--- config.mk ---
export PLATFORM = sky130hd
export DESIGN_NAME = sprite_motion_ctrl
export DESIGN_NICKNAME = d
export VERILOG_FILES = /design/src/rtl/sprite_motion_ctrl_pkg.sv /design/src/rtl/sprite_axis_step.sv /design/src/rtl/sprite_motion_ctrl.sv
export SDC_FILE = /design/constraint.sdc
export NUM_CORES = 1
export LEC_CHECK = 0
export BUFFER_PORTS_ARGS = -buffer_cell sky130_fd_sc_hd__buf_2
export CAP_MARGIN = 30
export CELL_PAD_IN_SITES_DETAIL_PLACEMENT = 0
export CELL_PAD_IN_SITES_GLOBAL_PLACEMENT = 1
export CORE_MARGIN = 10
export CORE_UTILIZATION = 38
export CTS_CLUSTER_SIZE = 20
export DETAILED_ROUTE_END_ITERATION = 6
export GPL_ROUTABILITY_DRIVEN = 0
export PLACE_DENSITY_LB_ADDON = 0.1
export SETUP_SLACK_MARGIN = 0.3
export SLEW_MARGIN = 20
export SYNTH_ARGS = -nofsm -noshare
export SYNTH_HDL_FRONTEND = slang
export SYNTH_SLANG_ARGS = --single-unit
--- constraint.sdc ---
create_clock -name clk -period 5.85 [get_ports clk]
set_clock_uncertainty 0.2 [all_clocks]
set_input_delay 0.2925 -clock clk [delete_from_list [all_inputs] [get_ports clk]]
set_output_delay 0.2925 -clock clk [all_outputs]
set_load 0.005 [all_outputs]
--- src/rtl/sprite_motion_ctrl_pkg.sv ---
// Shared constants, FSM encoding and small helpers for the sprite motion scheduler.
// Sprite bounds are derived from the 1024x768 active area and the sprite size.
package sprite_motion_ctrl_pkg;

  localparam int H_ACTIVE = 1024;
  localparam int V_ACTIVE = 768;
  localparam int H_BLANK  = 320;
  localparam int V_BLANK  = 38;
  localparam int SPR_W    = 128;
  localparam int SPR_H    = 96;
  localparam int DIV_W    = 8;
  localparam int POS_W    = 12;
  localparam int STEP_W   = 4;

  localparam logic [POS_W-1:0] XMAX = POS_W'(H_ACTIVE - SPR_W);
  localparam logic [POS_W-1:0] YMAX = POS_W'(V_ACTIVE - SPR_H);

  typedef enum logic [2:0] {
    ST_IDLE   = 3'd0,
    ST_DIV    = 3'd1,
    ST_CALC_X = 3'd2,
    ST_CALC_Y = 3'd3,
    ST_COMMIT = 3'd4
  } state_t;

  function automatic logic [POS_W-1:0] clamp_pos(input logic [POS_W-1:0] p,
                                                 input logic [POS_W-1:0] max);
    if (p > max) begin
      clamp_pos = max;
    end else begin
      clamp_pos = p;
    end
  endfunction

endpackage

--- src/rtl/sprite_axis_step.sv ---
// One-axis move with edge bounce, shared between X and Y by the scheduler.
// Purely combinational; 13-bit sum so position + step can never wrap.
module sprite_axis_step
  import sprite_motion_ctrl_pkg::*;
(
  input  logic [POS_W-1:0]  p,
  input  logic              dir,
  input  logic [STEP_W-1:0] step,
  input  logic [POS_W-1:0]  max,
  output logic [POS_W-1:0]  p_next,
  output logic              dir_next,
  output logic              flip
);

  logic [POS_W:0] sum_s;
  logic [POS_W:0] step_ext_s;

  assign step_ext_s = {{(POS_W+1-STEP_W){1'b0}}, step};
  assign sum_s      = {1'b0, p} + step_ext_s;

  // Bounce rule: a zero step leaves the axis untouched even on a boundary.
  always_comb begin
    p_next   = p;
    dir_next = dir;
    flip     = 1'b0;
    if (step == {STEP_W{1'b0}}) begin
      p_next   = p;
      dir_next = dir;
      flip     = 1'b0;
    end else if (dir == 1'b0) begin
      if (sum_s >= {1'b0, max}) begin
        p_next   = max;
        dir_next = 1'b1;
        flip     = 1'b1;
      end else begin
        p_next   = sum_s[POS_W-1:0];
        dir_next = dir;
        flip     = 1'b0;
      end
    end else begin
      if ({1'b0, p} <= step_ext_s) begin
        p_next   = {POS_W{1'b0}};
        dir_next = 1'b0;
        flip     = 1'b1;
      end else begin
        p_next   = p - step_ext_s[POS_W-1:0];
        dir_next = dir;
        flip     = 1'b0;
      end
    end
  end

endmodule

--- src/rtl/sprite_motion_ctrl.sv ---
// Frame-synchronous sprite position scheduler: divides frames, steps X then Y
// through one shared step unit, and commits the new position inside vblank.
module sprite_motion_ctrl
  import sprite_motion_ctrl_pkg::*;
(
  input  logic              clk,
  input  logic              rst_n,
  input  logic [11:0]       h_counter,
  input  logic [11:0]       v_counter,
  input  logic              enable,
  input  logic [DIV_W-1:0]  frames_per_move,
  input  logic [STEP_W-1:0] step_x,
  input  logic [STEP_W-1:0] step_y,
  input  logic              cfg_load,
  input  logic [POS_W-1:0]  init_x,
  input  logic [POS_W-1:0]  init_y,
  input  logic              init_hdir,
  input  logic              init_vdir,
  output logic [POS_W-1:0]  pos_x,
  output logic [POS_W-1:0]  pos_y,
  output logic              hdir,
  output logic              vdir,
  output logic              bounce_x,
  output logic              bounce_y,
  output logic              upd_done,
  output logic              busy
);

  state_t state_r, state_next_s;

  logic [11:0]       v_prev_r;
  logic [DIV_W-1:0]  div_r;
  logic [POS_W-1:0]  pos_x_r, pos_y_r, work_x_r, work_y_r;
  logic              hdir_r, vdir_r, work_hdir_r, work_vdir_r;
  logic              flip_x_r, flip_y_r;
  logic              bounce_x_r, bounce_y_r, upd_done_r, busy_r;

  logic              frame_evt_s;
  logic [DIV_W-1:0]  fpm_eff_s;
  logic              div_wrap_s;
  logic [POS_W-1:0]  op_p_s, op_max_s, sp_p_s;
  logic [STEP_W-1:0] op_step_s;
  logic              op_dir_s, sp_dir_s, sp_flip_s;
  logic              unused_h_s;

  // The frame event is defined on line 0 alone, so the horizontal counter is not consulted.
  assign unused_h_s  = ^h_counter;
  assign frame_evt_s = (v_counter == 12'd0) && (v_prev_r != 12'd0);
  assign fpm_eff_s   = (frames_per_move == {DIV_W{1'b0}}) ? {{(DIV_W-1){1'b0}}, 1'b1}
                                                          : frames_per_move;
  assign div_wrap_s  = ({1'b0, div_r} + {{DIV_W{1'b0}}, 1'b1}) >= {1'b0, fpm_eff_s};

  // Previous vertical count for frame-start edge detection.
  always_ff @(posedge clk or negedge rst_n) begin
    if (!rst_n) begin
      v_prev_r <= 12'd0;
    end else begin
      v_prev_r <= v_counter;
    end
  end

  // Next-state logic; a configuration load aborts any sequence in flight.
  always_comb begin
    state_next_s = state_r;
    if (cfg_load) begin
      state_next_s = ST_IDLE;
    end else begin
      case (state_r)
        ST_IDLE:   state_next_s = (frame_evt_s && enable) ? ST_DIV : ST_IDLE;
        ST_DIV:    state_next_s = div_wrap_s ? ST_CALC_X : ST_IDLE;
        ST_CALC_X: state_next_s = ST_CALC_Y;
        ST_CALC_Y: state_next_s = ST_COMMIT;
        ST_COMMIT: state_next_s = ST_IDLE;
        default:   state_next_s = ST_IDLE;
      endcase
    end
  end

  // State register and registered busy flag.
  always_ff @(posedge clk or negedge rst_n) begin
    if (!rst_n) begin
      state_r <= ST_IDLE;
      busy_r  <= 1'b0;
    end else begin
      state_r <= state_next_s;
      busy_r  <= (state_next_s != ST_IDLE);
    end
  end

  // Operand mux for the shared step unit.
  always_comb begin
    case (state_r)
      ST_CALC_Y: begin
        op_p_s    = pos_y_r;
        op_dir_s  = vdir_r;
        op_step_s = step_y;
        op_max_s  = YMAX;
      end
      default: begin
        op_p_s    = pos_x_r;
        op_dir_s  = hdir_r;
        op_step_s = step_x;
        op_max_s  = XMAX;
      end
    endcase
  end

  sprite_axis_step u_axis_step (
    .p        (op_p_s),
    .dir      (op_dir_s),
    .step     (op_step_s),
    .max      (op_max_s),
    .p_next   (sp_p_s),
    .dir_next (sp_dir_s),
    .flip     (sp_flip_s)
  );

  // Divider, working registers, committed position and update pulses.
  always_ff @(posedge clk or negedge rst_n) begin
    if (!rst_n) begin
      div_r       <= {DIV_W{1'b0}};
      pos_x_r     <= {POS_W{1'b0}};
      pos_y_r     <= {POS_W{1'b0}};
      hdir_r      <= 1'b0;
      vdir_r      <= 1'b0;
      work_x_r    <= {POS_W{1'b0}};
      work_y_r    <= {POS_W{1'b0}};
      work_hdir_r <= 1'b0;
      work_vdir_r <= 1'b0;
      flip_x_r    <= 1'b0;
      flip_y_r    <= 1'b0;
      bounce_x_r  <= 1'b0;
      bounce_y_r  <= 1'b0;
      upd_done_r  <= 1'b0;
    end else if (cfg_load) begin
      div_r       <= {DIV_W{1'b0}};
      pos_x_r     <= clamp_pos(init_x, XMAX);
      pos_y_r     <= clamp_pos(init_y, YMAX);
      hdir_r      <= init_hdir;
      vdir_r      <= init_vdir;
      work_x_r    <= clamp_pos(init_x, XMAX);
      work_y_r    <= clamp_pos(init_y, YMAX);
      work_hdir_r <= init_hdir;
      work_vdir_r <= init_vdir;
      flip_x_r    <= 1'b0;
      flip_y_r    <= 1'b0;
      bounce_x_r  <= 1'b0;
      bounce_y_r  <= 1'b0;
      upd_done_r  <= 1'b0;
    end else begin
      bounce_x_r <= 1'b0;
      bounce_y_r <= 1'b0;
      upd_done_r <= 1'b0;
      case (state_r)
        ST_DIV: begin
          if (div_wrap_s) begin
            div_r <= {DIV_W{1'b0}};
          end else begin
            div_r <= div_r + {{(DIV_W-1){1'b0}}, 1'b1};
          end
        end
        ST_CALC_X: begin
          work_x_r    <= sp_p_s;
          work_hdir_r <= sp_dir_s;
          flip_x_r    <= sp_flip_s;
        end
        ST_CALC_Y: begin
          work_y_r    <= sp_p_s;
          work_vdir_r <= sp_dir_s;
          flip_y_r    <= sp_flip_s;
        end
        ST_COMMIT: begin
          pos_x_r    <= work_x_r;
          pos_y_r    <= work_y_r;
          hdir_r     <= work_hdir_r;
          vdir_r     <= work_vdir_r;
          bounce_x_r <= flip_x_r;
          bounce_y_r <= flip_y_r;
          upd_done_r <= 1'b1;
        end
        default: begin
          div_r <= div_r;
        end
      endcase
    end
  end

  assign pos_x    = pos_x_r;
  assign pos_y    = pos_y_r;
  assign hdir     = hdir_r;
  assign vdir     = vdir_r;
  assign bounce_x = bounce_x_r;
  assign bounce_y = bounce_y_r;
  assign upd_done = upd_done_r;
  assign busy     = busy_r;

endmodule

==> metrics, run 1 <==
Core Footprint 13240 sq um; Global Route Usage Sum between 10% and 20%; Fin Setup TNS 0 ps; drt initial violations roughly 290; Vias/cell approximately 5.6; WHS 10.25 ps; cts bufs inserted 9; fin crit period roughly 5300 ps; average cell area after synthesis between 8 and 9 sq um; Pins Over Slew Limit 0; Post-CTS Setup Repair Bufs 0; crit-path cells nand3b_4 -> inv_4 -> mux2i_1 -> ha_1 -> o311ai_1 -> nand2_1 -> xnor2_1 -> ha_1 -> nand2_1 -> nor4_1 -> a41oi_1 -> a221oi_4 -> nor3_4 -> a221oi_1 -> o22ai_1; status complete, no violations; CTS tree yes; Worst Setup End Kind flip-flop; Crit path required time a little under 6000 ps; number of I/O pins 100; Layout Cells excl Fill roughly 850; GR Layer Usage met3 2.989%; crit-path max FO 11; DRT Pass-1 Iters 5; grt met2 use ~29%; Setup-failing EPs final 0; Post-DRT Antenna Nets 0; Detailed Route WL between 15 and 20 mm; yosys warns 0; r2r setup slk 590 ps; reg2reg path depth 15; die height between 100 and 150 microns; PostCTS Resize Cnt 0; Initial Utilization between 30% and 40%; total chip power roughly 1400 uW; Post-Syn Area between 5000 and 6000 sq um; die width ~140 microns; WL/cell slightly below 20 microns; Max-cap violations 0; Post-synth ARST share 100.0%; first-pass GRT wire length ~27 mm; Worst setup SP type flip-flop; initial antenna violation count 0; Area contributors post-synth dfrtp_1 (39%), nand2_1 (6.1%), ha_1 (4.6%); largest net degree at the start of global routing 57; top post-synthesis cells by count nand2_1 (83), dfrtp_1 (81), o21ai_0 (43), nor2_1 (34), a21oi_1 (30); critical path class reg -> reg; Data arrival, critical path approximately 5300 ps; unrepaired setup endpoints after global routing no; Post-Syn Nets around 670; clk root buf clkbuf_16; share of layout cells above drive strength 1 about a fifth; routed vias just under 5000; min-delay src init_y[3]; fin crit share about nine tenths; Slew @ Worst Pin 898.3 ps; Area Overhead vs Synth 20.76%; GRT Max-Usage Layer met2; clk sink count 81; Reg clk slew, reported paths around 70 ps; port buffer count just under 90; DR DRC count 0; clk buf depth 2; worst hold endpoint work_y_r[3]; Slew Limit Headroom between 30% and 40%; Max Clk Rate 190.2 MHz; top_reg_cell synth dfrtp_1; vias in the first global route 4876; DP Cell Count about 820; total grt overflow 0; Final Hold Vio Count 0; Slowest Stage Delay on Critical Path approximately 700 ps; std cell rows 42; reg-to-reg endpoint work_x_r[8]; top cell type's share of synthesized area 39.44%; Placement Setup Slack 601.4 ps; die footprint 18580 sq um; register area share after synthesis 39.44%; power per cell area between 200 and 250 nW/um^2; final worst setup slack approximately 590 ps; Yosys cell types 75; ant diodes 0; Yosys top cell by area dfrtp_1; static leakage slightly below 0.003 uW; register bit count reported by yosys 81; Mapped Cells around 580; maximum VDD drop 0.0001130 V; H-tree Lvls 3; Post-synth EDFFs 0; worst r2r src state_r[2]; detailed placement HPWL 12.62 mm; CP top delay family compound AO/OA/AOI/OAI gates; nets 763; Worst path slowest cell o311ai_1; Worst Hold Class in -> reg; Clk Latency, worst-skew pair around 350 ps; count leader, synth nand2_1; WP buf/inv 1; met1 Track Usage GR 24.22%; Hold Path Stages 3
[state kept, by name (all words and copies together) (netlist names)]
signal / flops
bounce_y: 1
v_prev_r: 12
hdir: 1
flip_x_r: 1
flip_y_r: 1
upd_done: 1
busy: 1
state_r: 3
vdir: 1
work_vdir_r: 1
work_y_r: 12
work_x_r: 12
div_r: 8
pos_y: 12
bounce_x: 1
work_hdir_r: 1
pos_x: 12
[per-layer routing]
metal / share of wire, % / wire [microns]
met5: 0 / 0
met3: 4.6 / 758
met4: 2.1 / 349
met1: 47 / 7783
met2: 47 / 7761
[cell usage in the layout, fill, tap and decap left out, drive strengths merged, types with 9 or more instances in the layout]
master       instances
mux2i               15
a21o                11
ha                  19
clkbuf              11
nand3               20
nor4                12
buf                 99
inv                 22
a22oi               17
dfrtp               81
nand2               84
xnor2                9
nor2                34
nor3                18
o211ai              14
dlygate4sd3         15
o21ai               46
a21oi               30
[what timing repair did]
action | in CTS | in global routing
endpoints found under the setup margin | 0 | 0
endpoints found under the hold margin | 39 | 0
hold buffers | 15 | 0
[worst max path at each step]
stage / depth (start not counted) / from / slack, ps / end
after floorplan: 23 / state_r[2] / 760 / flip_x_r
after global placement: 15 / state_r[2] / 720 / work_y_r[1]
after detailed placement: 15 / state_r[2] / 600 / work_x_r[1]
after CTS: 15 / state_r[2] / 580 / work_y_r[1]
after global routing: 19 / state_r[2] / 350 / flip_x_r
final: 15 / state_r[2] / 590 / work_x_r[8]
[per-stage QoR]
step                      utilization (%)  instance area (sq um)
after floorplan                         -                   5140
after global placement              43.41                   5748
after detailed placement            43.67                   5783
after CTS                           46.87                   6207
after global routing                46.87                   6207
final                               46.87                   6207
[report_power, final]
part / total (uW) / internal [uW] / switching, uW
clock: 535 / 298 / 237
combinational: 268 / 107 / 161
sequential: 613 / 586 / 26.6
[cell families (layout without fill, tap and decap cells)]
| kind of cell | count (synthesis) | in the layout | share of synthesized area (%) |
|---|---|---|---|
| buf+inv | 50 | 152 | 4.138 |
| flops | 81 | 81 | 39.44 |
| compound gates | 186 | 186 | 25.46 |
| xor+xnor | 16 | 16 | 2.726 |
| simple gates | 202 | 202 | 18.96 |
| mux | 19 | 19 | 3.870 |
| fa+ha+maj | 21 | 21 | 5.404 |
[layout make-up]
cell class | instances | area, sq um
multi-input cells | 444 | 2903
inverters | 22 | 85.08
fillers | 1315 | 7036
clock buffers | 11 | 242.7
well taps | 176 | 220.2
repair buffers | 114 | 698.2
clock inverters | 5 | 31.28
flip-flops and latches | 81 | 2027
[worst min-delay path, stage by stage]
cell and delay [ps]:
buf_2 100, a22oi_1 70, o21ai_0 70
Power figures use the tool's default switching activity.
==> inputs of run 2 (changes only) <==
==> constraint.sdc (replaced) <==
create_clock -name clk -period 4.8 [get_ports clk]
set_clock_uncertainty 0.2 [all_clocks]
set_input_delay 0.24 -clock clk [delete_from_list [all_inputs] [get_ports clk]]
set_output_delay 0.24 -clock clk [all_outputs]
set_load 0.005 [all_outputs]
==> run 2 against run 1 <==
Maximum frequency grew 24%. Combinational power grew 38%. Flip-flop and latch count is the same. Sequential share of layout area shrank 1.9 points. Cell area grew 6.4%. Count of clock-buffer cells in the layout shrank 1. Global-route usage grew 0.29 points. Die area is the same. Cell count grew 4.1%. Worst setup slack lost 35 ps. Critical path type unchanged. Highest routed layer unchanged.
==> metrics, run 2 (synthesis results as in run 1) <==
status complete, no violations; Data arrival, critical path 4300 ps (-960 ps); cts bufs inserted 9 (unchanged); first-pass GRT wire length 27.39 mm (+2.6%); routed vias 4934 (+2.7%); detailed placement HPWL 12.84 mm (+1.8%); maximum VDD drop 0.0001625 V (+44%); Clk Latency, worst-skew pair 330 ps (-20 ps); clk root buf clkbuf_16; Reg clk slew, reported paths 60 ps (about the same); Worst path slowest cell or4_4; FILL cells 1283 (-2.4%); Worst Hold Class in -> reg; WP buf/inv 2 (+1); reg-to-reg endpoint flip_x_r; area post-placement 5927 sq um (+2.5%); vias in the first global route 5089 (+4.4%); Final Hold Vio Count 0 (unchanged); sequential cell area 2028 sq um (about the same); most frequent cells in the layout buf_2 (86), nand2_1 (83), dfrtp_1 (80); std cell rows 42 (unchanged); Slowest Stage Delay on Critical Path 530 ps (-160 ps); Placement Setup Slack 136.3 ps (-465.1 ps); Fin Setup TNS 0 ps (unchanged); fin crit share 88.42% (-1.5 points); WL/cell 19.30 microns (-1.1%); CTS tree yes; H-tree Lvls 3 (unchanged); Vias/cell 5.556 (-1.3%); nets 798 (+4.6%); largest net degree at the start of global routing 45 (-21%); multi-input logic area 2983 sq um (+2.8%); Max Clk Rate 235.6 MHz (+24%); static leakage 0.003122 uW (+6.3%); DRT Pass-1 Iters 7 (+2); r2r setup slk 560 ps (-40 ps); Crit path required time 4850 ps (-1000 ps); number of I/O pins 100 (unchanged); unrepaired setup endpoints after global routing no; Hold Path Stages 3 (unchanged); Detailed Route WL 17.14 mm (+2.9%); Core Footprint 13240 sq um (unchanged); reg2reg path depth 18 (+3); drt initial violations 284 (-2.4%); Post-DRT Antenna Nets 0 (unchanged); crit-path max FO 7 (-4); Slew Limit Headroom 39.64% (-0.25 points); ant diodes 0 (unchanged); port buffer count 87 (unchanged); Max-cap violations 0 (unchanged); Pins Over Slew Limit 0 (unchanged); DR DRC count 0 (unchanged); Worst setup SP type flip-flop; clk sink count 81 (unchanged); min-delay src init_x[0]; critical path class reg -> reg; die footprint 18580 sq um (unchanged); Initial Utilization 38.81% (unchanged); power per cell area 275.7 nW/um^2 (+21%); CP top delay family simple AND/OR/NAND/NOR gates; worst r2r src state_r[2]; Design Area, Final 6604 sq um (+6.4%); final worst setup slack 555.9 ps (-35.19 ps); Setup-failing EPs final 0 (unchanged); most common cell after layout, fill and taps aside buf_2; clk buf depth 2 (unchanged); Area Overhead vs Synth 28.48%; total grt overflow 0 (unchanged); share of layout cells above drive strength 1 25.00% (+4.8 points); total chip power 1820 uW (+29%); die height 136.3 microns (unchanged); fin crit period 4244 ps (-1015 ps); Global Route Usage Sum 18.47% (+0.29 points); Slew @ Worst Pin 900.5 ps (+2.207 ps); Worst Setup SP state_r[2]; Worst Setup End Kind flip-flop; crit-path cells nand3b_4 -> mux2i_2 -> inv_1 -> ha_2 -> inv_1 -> fa_2 -> nor3_4 -> nor3_2 -> nor3_2 -> xnor2_1 -> ha_1 -> nand2_1 -> nor4_2 -> a41oi_2 -> a221oi_4 -> nor3_4 -> or4_4 -> a21oi_2; worst hold endpoint work_x_r[0]; initial antenna violation count 0 (unchanged); die width 136.3 microns (unchanged)
## run 2: worst max path at each step
stage                              to  slack (ps)  cells past startpoint
after floorplan              flip_x_r         180                     23
after global placement       flip_x_r         260                     18
after global routing      work_y_r[4]         310                     20
after detailed placement  work_y_r[4]         140                     20
final                        flip_x_r         560                     18
after CTS                    flip_x_r         300                     19
## run 2: timing repair
item / 4_1_cts / 5_1_grt
pin swaps: 6 / 10
hold buffers: 24 / 0
resized for setup: 7 / 6
setup buffers: 4 / 4
hold endpoints to repair: 63 / 0
endpoints found under the setup margin: 18 / 20
## run 2: tightest hold or removal path, cell delays in order
cell and delay, ps:
buf_2 120, nand2_1 60, a221oi_1 70
## run 2: final cells by class
class                      count  share of cell area [%]
inverter                      22                   1.326
clock inverter                 6                   1.004
multi-input combinational    444                   45.17
clock buffer                  10                   3.619
tap                          176                   3.335
sequential                    81                   30.71
timing repair buffer         149                   14.84
## run 2: power by group
| part | leakage [uW] | switching, uW | internal (uW) |
|---|---|---|---|
| registers | 0.00104 | 31.4 | 714 |
| clock network | 0.000141 | 287 | 418 |
| logic | 0.00194 | 211 | 159 |
| total | 0.00312 | 529 | 1290 |
## run 2: metrics by stage
| stage | hold WS [ps] | util (%) | std cells |
|---|---|---|---|
| 6_report | 9.030 | 49.87 | 888 |
| 5_1_grt | 30.86 | 49.87 | 888 |
| 4_1_cts | 4.823 | 49.35 | 883 |
| 3_5_place_dp | 64.00 | 44.76 | 839 |
| 3_3_place_gp | 163.8 | 44.61 | 838 |
| 2_1_floorplan | -255.6 | - | 575 |
## run 2: per-layer routing
metal,track usage (%),share of wire [%],vias up
li1,-,-,2391
met3,2.288,4.4,13
met4,4.793,1.1,0
met2,31.99,50,121
met1,23.71,45,2409
met5,0,0,-
==> inputs of run 3 (changes only) <==
--- a/config.mk
+++ b/config.mk
@@ -5,6 +5,7 @@
 export SDC_FILE = /design/constraint.sdc
 export NUM_CORES = 1
 export LEC_CHECK = 0
+export ABC_CLOCK_PERIOD_IN_PS = 4800
 export BUFFER_PORTS_ARGS = -buffer_cell sky130_fd_sc_hd__buf_2
 export CAP_MARGIN = 30
 export CELL_PAD_IN_SITES_DETAIL_PLACEMENT = 0
@@ -14,7 +15,7 @@
 export CTS_CLUSTER_SIZE = 20
 export DETAILED_ROUTE_END_ITERATION = 6
 export GPL_ROUTABILITY_DRIVEN = 0
-export PLACE_DENSITY_LB_ADDON = 0.1
+export PLACE_DENSITY = 0.81
 export SETUP_SLACK_MARGIN = 0.3
 export SLEW_MARGIN = 20
 export SYNTH_ARGS = -nofsm -noshare
==> run 3 against run 2 <==
Maximum frequency shrank 2.4%. Clock power grew 8.9%. Flip-flop and latch count is the same. Non-clock buffer count grew 1. Sequential share of layout area shrank 0.40 points. Via count grew 2.9%. First-iteration DRC count grew 20%. Total power grew 3.5%. Global-route usage shrank 0.30 points. Combinational power is essentially flat. Wire length shrank 2.3%. Largest cell class unchanged. Largest power group is now the clock network. Highest routed layer unchanged.
==> metrics, run 3 (synthesis results as in run 1) <==
power per cell area 281.6 nW/um^2 (+2.2%); FILL cells 1243 (-3.1%); Pins Over Slew Limit 0 (unchanged); vias in the first global route 5022 (-1.3%); Setup-failing EPs final 0 (unchanged); worst r2r src state_r[2]; die width 136.3 microns (unchanged); drt initial violations 340 (+20%); routed vias 5075 (+2.9%); Slowest Stage Delay on Critical Path 510 ps (-20 ps); WL/cell 18.79 microns (-2.6%); reg-to-reg endpoint work_y_r[4]; min-delay src init_y[0]; first-pass GRT wire length 26.89 mm (-1.8%); most common cell after layout, fill and taps aside buf_2; Net Switching 550.3 uW (+4.0%); Initial Utilization 38.81% (unchanged); CTS tree yes; Worst setup SP type flip-flop; Clk Latency, worst-skew pair 360 ps (+30 ps); maximum VDD drop 0.0001433 V (-12%); Worst path depth 19 (+1); most frequent cells in the layout buf_2 (86), nand2_1 (81), dfrtp_1 (80); reg2reg path depth 19 (+1); std cell rows 42 (unchanged); number of I/O pins 100 (unchanged); Global Route Usage Sum 18.17% (-0.30 points); WP buf/inv 3 (+1); Layout Cells excl Fill 891 (+0.34%); sequential cell area 2028 sq um (unchanged); die height 136.3 microns (unchanged); port buffer count 87 (unchanged); critical path class reg -> reg; Placement Setup Slack 145.8 ps (+9.474 ps); WHS 27.27 ps (+18.24 ps); worst hold endpoint work_y_r[0]; Post-DRT Antenna Nets 0 (unchanged); Layout Utilization 50.52% (+0.65 points); static leakage 0.003142 uW (+0.63%); Max Clk Rate 230.0 MHz (-2.4%); H-tree Lvls 3 (unchanged); clock share of power 40.7% (+2.0 points); Core Footprint 13240 sq um (unchanged); clk buf depth 2 (unchanged); detailed placement HPWL 12.26 mm (-4.6%); crit-path max FO 7 (unchanged); r2r setup slk 450 ps (-100 ps); clk root buf clkbuf_16; Slew @ Worst Pin 928.5 ps (+27.98 ps); fin crit share 90.56% (+2.1 points); clk sink count 81 (unchanged); status complete, no violations; Vias/cell 5.696 (+2.5%); multi-input logic area 3007 sq um (+0.80%); final worst setup slack 453.1 ps (-102.8 ps); unrepaired setup endpoints after global routing no; Worst Hold Class in -> reg; sequential power share 39.7% (-1.3 points); Worst Setup End Kind flip-flop; Crit path required time 4880 ps (+30 ps); Data arrival, critical path 4430 ps (+130 ps); Fin Setup TNS 0 ps (unchanged); initial antenna violation count 2 (+2); Slew Limit Headroom 37.87% (-1.8 points); Worst path slowest cell o41ai_1; Internal Power 1334 uW (+3.3%); cts bufs inserted 9 (unchanged); Max-cap violations 0 (unchanged); total grt overflow 0 (unchanged); Comb power frac 19.6% (-0.7 points); nets 799 (+0.13%); DRT Pass-1 Iters 7 (unchanged); switch share 29.21% (+0.15 points); die footprint 18580 sq um (unchanged); crit-path cells nand3b_4 -> mux2i_1 -> inv_1 -> ha_2 -> inv_1 -> fa_2 -> nor3_4 -> nor3_4 -> nor3_2 -> xnor2_2 -> ha_1 -> nand2_2 -> nor4_4 -> a41oi_2 -> a221oi_4 -> buf_4 -> o41ai_1 -> o211ai_1 -> nand3_1; DR DRC count 0 (unchanged); Detailed Route WL 16.74 mm (-2.3%); Area Overhead vs Synth 30.16%; fin crit period 4347 ps (+102.8 ps); Final Hold Vio Count 0 (unchanged); Hold Path Stages 3 (unchanged); DP Cell Count 831 (-0.95%); share of layout cells above drive strength 1 24.82% (-0.18 points); CP top delay family simple AND/OR/NAND/NOR gates; largest net degree at the start of global routing 59 (+31%); Reg clk slew, reported paths 60 ps (about the same)
## run 3: worst register-to-register path: stages (launching register included)
cell	delay, ps
dfrtp_1	390
nand3b_4	270
mux2i_1	190
inv_1	90
ha_2	180
inv_1	50
fa_2	380
nor3_4	250
nor3_4	90
nor3_2	230
xnor2_2	120
ha_1	360
nand2_2	110
nor4_4	40
a41oi_2	190
a221oi_4	100
buf_4	180
o41ai_1	510
o211ai_1	220
nand3_1	130
## run 3: what timing repair did
action | 4_1_cts | 5_1_grt
hold buffers | 29 | 0
pin swaps | 4 | 12
hold endpoints to repair | 109 | 0
resized for setup | 5 | 14
setup endpoints to repair | 11 | 20
gates cloned | 0 | 0
buffers inserted | 2 | 11
## run 3: metrics by stage
step / cell area [sq um] / total power (uW)
2_1_floorplan: 5205 / 941.9
5_1_grt: 6690 / 1963
3_3_place_gp: 5834 / 1072
4_1_cts: 6521 / 1872
6_report: 6690 / 1884
3_5_place_dp: 5866 / 1080
## run 3: layer usage
layer | routed length (microns) | vias to the layer above | global-route usage [%]
met1 | 7217 | 2448 | 23.07
met5 | 0 | - | 0
met2 | 7987 | 189 | 29.13
li1 | - | 2410 | -
met4 | 406 | 0 | 6.154
met3 | 1129 | 28 | 4.982
## run 3: layout make-up
type,instances,share of cell area (%)
Timing Repair Buffer,150,15.13
Antenna cell,2,0.07481
Multi-Input combinational cell,444,44.94
Clock buffer,9,3.366
Sequential cell,81,30.32
Clock inverter,7,1.534
Inverter,22,1.347
Tap cell,176,3.292
## run 3: power by group through the flow
| stage | sequential (uW) | clock (uW) | combinational [uW] |
|---|---|---|---|
| final | 747 | 768 | 369 |
| after global routing | 751 | 809 | 404 |
| after CTS | 747 | 780 | 345 |
| after detailed placement | 759 | 0 | 321 |
| after global placement | 757 | 0 | 315 |
| after floorplan | 750 | 0 | 192 |
## run 3: worst max-delay path by stage
stage | from | to | slack (ps)
after global placement | state_r[1] | flip_x_r | 260
after global routing | state_r[2] | work_x_r[3] | 270
after floorplan | state_r[2] | flip_x_r | 180
after detailed placement | state_r[1] | flip_x_r | 150
after CTS | state_r[2] | flip_x_r | 320
final | state_r[2] | work_y_r[4] | 450
